### src/rtl/sram_req_encoder.sv
// Round-robin N-to-log2(N) request encoder. Offers the winning index to an
// SRAM port over valid/ready and returns a one-cycle one-hot grant.
module sram_req_encoder #(
  parameter int N      = 32,
  parameter int ADDR_W = 5
) (
  input  logic              clk,
  input  logic              rst_n,
  input  logic              en,
  input  logic [N-1:0]      req,
  input  logic              ready,
  output logic              valid,
  output logic [ADDR_W-1:0] addr,
  output logic [N-1:0]      grant
);

  typedef enum logic {
    IDLE  = 1'b0,
    OFFER = 1'b1
  } state_t;

  state_t              state;
  logic [ADDR_W-1:0]   ptr;
  logic [N-1:0]        eligible;
  logic [ADDR_W-1:0]   sel;
  logic [ADDR_W-1:0]   idx;
  logic                found;

  // The bit granted this cycle is masked: its requester drops req one cycle late.
  always_comb begin
    // NOTE: every variable gets a default before the loop so no latch is inferred.
    eligible = req & ~grant;
    found    = 1'b0;
    sel      = '0;
    idx      = '0;
    for (int k = 0; k < N; k++) begin
      idx = ptr + ADDR_W'(k);
      if (!found && eligible[idx]) begin
        found = 1'b1;
        sel   = idx;
      end
    end
  end

  // NOTE: sequential state uses non-blocking assignments so all registers
  // update together from values sampled before the edge.
  always_ff @(posedge clk or negedge rst_n) begin
    if (!rst_n) begin
      state <= IDLE;
      valid <= 1'b0;
      addr  <= '0;
      grant <= '0;
      ptr   <= '0;
    end else begin
      grant <= '0;
      case (state)
        IDLE: begin
          if (en && found) begin
            addr  <= sel;
            valid <= 1'b1;
            state <= OFFER;
          end
        end
        OFFER: begin
          // Offer is never retracted: req and en are ignored until ready.
          if (ready) begin
            grant <= {{(N-1){1'b0}}, 1'b1} << addr;
            ptr   <= addr + ADDR_W'(1);
            valid <= 1'b0;
            state <= IDLE;
          end
        end
        default: begin
          state <= IDLE;
          valid <= 1'b0;
        end
      endcase
    end
  end

endmodule

### config.mk
export PLATFORM = sky130hd
export DESIGN_NAME = sram_req_encoder
export DESIGN_NICKNAME = d
export VERILOG_FILES = /design/src/rtl/sram_req_encoder.sv
export SDC_FILE = /design/constraint.sdc
export NUM_CORES = 1
export LEC_CHECK = 0
export CORE_ASPECT_RATIO = 0.5
export CORE_UTILIZATION = 55
export DETAILED_ROUTE_END_ITERATION = 8
export PLACE_DENSITY = 0.8
export SYNTH_ARGS = -nofsm -noshare
export SYNTH_HDL_FRONTEND = slang
export SYNTH_SLANG_ARGS = --single-unit
### constraint.sdc
create_clock -name clk -period 5 [get_ports clk]
set_input_delay 1 -clock clk [delete_from_list [all_inputs] [get_ports clk]]
set_output_delay 1 -clock clk [all_outputs]
set_load 0.02 [all_outputs]
* Yosys cells after proc, flatten, opt, wreduce, memory -nomap -nowiden *
Cells that the tools add are included.

storage, ports and cells
  logic and storage cells = 277
  output and inout port bits = 38
  register bits after elaboration = 44
  bits of input ports = 36

cells by class
  reduce and logical (&&, ||, !) cells = 66
  equality and inequality tests = 2
  mux-type cells = 136
  add/sub/neg operators = 32
  shift operators = 1
  bitwise gates (word level) = 3
  magnitude comparators = 32

operators by type and width
  cell                                                                   number
  5-bit by 6-bit < comparator with 1-bit output (second input constant)  32
  1-bit binary-select mux with 5-bit select                              32
  5-bit 2-to-1 mux                                                       32
  5-bit adder (second input constant)                                    16
  1-bit 2-to-1 mux                                                       68
  32-bit 2-to-1 mux                                                      2
  5-bit by 4-bit adder with 5-bit output (second input constant)         8
  32-bit bitwise AND                                                     1
  1-bit logical AND                                                      32
  32-bit NOT                                                             1
  1-bit by 5-bit << shifter with 32-bit output (first input constant)    1
  1-bit zero test                                                        31
  5-bit by 3-bit adder with 5-bit output (second input constant)         4
  5-bit by 1-bit adder with 5-bit output (second input constant)         2
  5-bit by 2-bit adder with 5-bit output (second input constant)         2
  2-bit AND reduction                                                    3
  2-bit != test (second input constant)                                  2
  1-bit one-hot mux with 2 select lines                                  2
  1-bit NOT                                                              1

* Logic depth before layout (Yosys ltp) *
  depth in word-level cells = 101
  gate-level depth with buffers = 20
  mapped depth without buffers = 14

* Worst setup path after synthesis *
OpenSTA, ideal clock, no wires.

  path type = register -> register
  start = register ptr[2]
  end = register addr[1]
  required time = 4906 ps
  clock period less this slack = 5398 ps
  setup time = 94 ps
  stages on the path, launching flop included = 18
  buffers on the path = 6
  path slack = -398 ps
  data arrival time = 5304 ps
  cell sequence = dfrtp_1 buf_6 clkinv_1 clkbuf_1 clkbuf_1 ha_1 clkbuf_1 clkbuf_1 clkbuf_1 mux4_2 mux4_2 nor4_4 nand4b_4 or3_4 or3_4 a31oi_1 nor4b_1 a221oi_2

on the way
  cells in the longest elaborated chain, start to end = 98
  elaborated cells between the ends (all ways) = 223
  classes of those cells = add/sub (31); mux (128); reduce/logical (64)

RTL lines
  element                                                                                          RTL line  text
  start, declared                                                                                  23        logic [ADDR_W-1:0] ptr;
  start signal, assigned                                                                           68        ptr <= addr + ADDR_W'(1);
  parallel branches: the longest is 98 deep, another holds 5-bit by 1-bit adder with 5-bit output  n/a
  end signal, assigned                                                                             59        addr <= sel;
  end, declared                                                                                    13        output logic [ADDR_W-1:0] addr,

Several ways; the timed one is not identified. The select of a mux whose other input is x is not followed.
A chain may end at the register's enable or synchronous reset.

* Worst setup path after layout *
  start = register ptr[1]
  end = register addr[2]

The elaborated chain is that of the path after synthesis.

==> out/metrics.csv <==
metric,value,unit
crit path buf inv count,2,
diodes inserted,0,
start point of the critical path,ptr[1],
number of post-CTS setup repair buffers,0,
via count normalized by instance count,7.38,
placed cell count,1302,
core area,0.0147,mm2
chip width,177,um
count of boundary I/O pins,74,
ys async rst share,100,%
Overall Global Routing Usage,48.5,%
post-synth cell types,91,
P&R area growth vs syn,21.2,%
post-synthesis area per instance,8.71,um2
final hold vios,0,
cell area after placement,0.0100,mm2
gpl congestion,1.15,
CP Data Arrival Time,5.12,ns
post-cts hold buffer count,0,
clock tree root driver cell,sky130_fd_sc_hd__clkbuf_16,
leading post-synthesis cells by cell area,"sky130_fd_sc_hd__mux4_2, sky130_fd_sc_hd__dfrtp_1, sky130_fd_sc_hd__mux2i_1",
class of the worst hold path,reg -> reg,
largest driver fanout on the critical path,18,
CTS sink cnt,44,
synthesized flop and latch total,44,
Post-Synthesis Cell Area,0.00841,mm2
Critical Path Slowest Stage Cell,sky130_fd_sc_hd__mux4_1,
share of the clock period used by the worst path after layout,98.5,%
sequential cell area in the final layout,0.00110,mm2
final HPWL from detailed placement,30.4,mm
biggest area consumer among synthesized cells,sky130_fd_sc_hd__mux4_2,
worst hold slack,0.485,ns
endpoint with the worst hold slack,valid,
sequential-to-total area share from yosys stat,13.1,%
Die Height,89.4,um
Final Non-Filler Cells,1310,
Max H-tree Level,2,
wire length after detailed routing,37.7,mm
setup repair after global routing missed its margin,false,
Total Nets Final,1165,
Synth Warn #,0,
cts bufs inserted,5,
IO buf count,73,
worst clock skew,0.00907,ns
net count after synthesis,1019,
Max transition margin,29.7,%
area of the die,0.0158,mm2
"Clk pin slew, worst setup/hold paths",0.08,ns
wire length of the first global-routing pass,55.9,mm
Row Count,31,
DRC violations left,0,
Finished Cell Area,0.0102,mm2
Min-Delay Path Depth,1,
starting density of the core,57.2,%
average wire length per cell after detail routing,28.7,um
shortest period the worst path allows,4.92,ns
iteration-0 DRC count of the detailed router,1729,
Worst path max stage delay,0.76,ns
number of gates given a new drive strength after cts,0,
cell-by-cell listing of the critical path,buf_4 -> ha_1 -> xnor2_4 -> buf_4 -> mux4_1 -> a22o_1 -> nor3b_2 -> nand3_2 -> or3_4 -> or3_4 -> o21ai_0 -> nor4_1 -> nor3_1 -> a21oi_1,
total negative slack,0,ns
outcome,"complete, no violations",
hold path startpoint,valid,
ratio of cells with drive above 1 in the final layout,22.3,%
number of antenna violations at the first check in global routing,0,
category of cells accounting for the largest share of critical-path delay,simple AND/OR/NAND/NOR gates,
most common cell in the synthesized netlist,sky130_fd_sc_hd__nand2_1,
via count of the first global-routing pass,8892,
FF-to-FF path depth,14,
1st-pass router iterations,5,
critical path endpoint category,register,
Setup Crit Path Kind,reg -> reg,
register-to-register path setup slack,0.08,ns
final max-slew violation count,0,
final global-route overflow total,0,
crit start category,register,
number of instances in the synthesized netlist,965,
share of Yosys cell area claimed by the top area cell type,19.6,%
setup violation total in the final timing report,0,
Multi-input gate area,0.00694,mm2
slew of the pin with the lowest slew margin,1.05,ns
flip-flop cell with the highest count after synthesis,sky130_fd_sc_hd__dfrtp_1,
r2r endpoint,addr[2],
via count,9668,
final-layout fill cell count,1144,
Post-synth EDFFs,0,
max-capacitance violation count,0,
buffer levels on the longest clock path,2,
clock tree from TritonCTS,built,
clock latency at the later pin of the worst-skew pair,0.30,ns
largest net degree at the start of global routing,45,
Antenna Violating Nets Remaining,0,
data required time of the critical path,5.19,ns
leading cell types by count after synthesis,"sky130_fd_sc_hd__nand2_1, sky130_fd_sc_hd__nor2_1, sky130_fd_sc_hd__mux2i_1",
Critical R2R Launch,ptr[1],
maximum achievable frequency,0.203,GHz
## stage by stage
| stage | util [%] | worst slack, ns |
|---|---|---|
| after global placement | 68.0 | 0.0262 |
| after floorplan | - | 0.0454 |
| after global routing | 69.3 | 0.0133 |
| after detailed placement | 68.0 | -0.141 |
| final | 69.3 | 0.0768 |
| after CTS | 69.2 | 0.164 |
## sequential cells by signal, indices dropped and copies added (netlist names)
signal / cells
ptr: 5
state: 1
addr: 5
valid: 1
grant: 32
## layout by cell type, fill, tap and decap left out, types with 12 or more instances in the layout
cell,synthesis,final
sky130_fd_sc_hd__nor3_1,18,18
sky130_fd_sc_hd__xnor2_1,22,20
sky130_fd_sc_hd__mux2i_1,78,78
sky130_fd_sc_hd__clkdlybuf4s50_1,0,72
sky130_fd_sc_hd__mux4_2,73,74
sky130_fd_sc_hd__a21oi_1,60,60
sky130_fd_sc_hd__nor2b_1,42,41
sky130_fd_sc_hd__nand2b_1,46,46
sky130_fd_sc_hd__dfrtp_1,44,43
sky130_fd_sc_hd__a31oi_1,12,12
sky130_fd_sc_hd__inv_1,15,15
sky130_fd_sc_hd__nor2_1,88,88
sky130_fd_sc_hd__o211ai_1,15,15
sky130_fd_sc_hd__o21ai_0,54,54
sky130_fd_sc_hd__nand2_1,100,100
sky130_fd_sc_hd__xor2_1,12,12
sky130_fd_sc_hd__ha_1,18,18
sky130_fd_sc_hd__nand3_1,21,21
sky130_fd_sc_hd__buf_4,3,122
## area by class of cell
type                       instances  share of cell area (%)
sequential                        44                    10.8
inverter                          21                   0.847
tap                              198                    2.43
timing repair buffer             195                    16.1
clock buffer                       5                    1.23
multi-input combinational        844                    68.1
clock inverter                     3                   0.454
## worst max path at each step
stage,to,slack [ns],depth (start not counted)
final,addr[2],0.08,14
after global routing,addr[2],0.01,17
after CTS,addr[2],0.16,16
after detailed placement,addr[0],-0.14,15
after global placement,addr[0],0.03,15
after floorplan,addr[1],0.05,17
## per-layer routing
layer | GRT usage (%) | up-vias | share of wire, %
li1 | - | 3998 | -
met1 | 63.8 | 4612 | 38
met2 | 70.3 | 888 | 40
met3 | 19.9 | 168 | 17
met4 | 20.8 | 2 | 4.9
met5 | 2.98 | - | 0.17
## logic make-up (layout without fill, tap and decap cells)
kind of cell	count (synthesis)	in the layout	synth area share [%]
AOI/OAI and AO/OA	238	238	19.0
adders and majority gates	18	18	2.68
DFF	44	44	13.1
xor gates and xnor gates	35	35	3.87
buffers and inverters	77	224	4.66
and+or+nand+nor	383	383	23.8
muxes	170	170	32.8
Power is not shown: default switching activity piles up to over one toggle a cycle in this logic, so the estimate is an artifact.
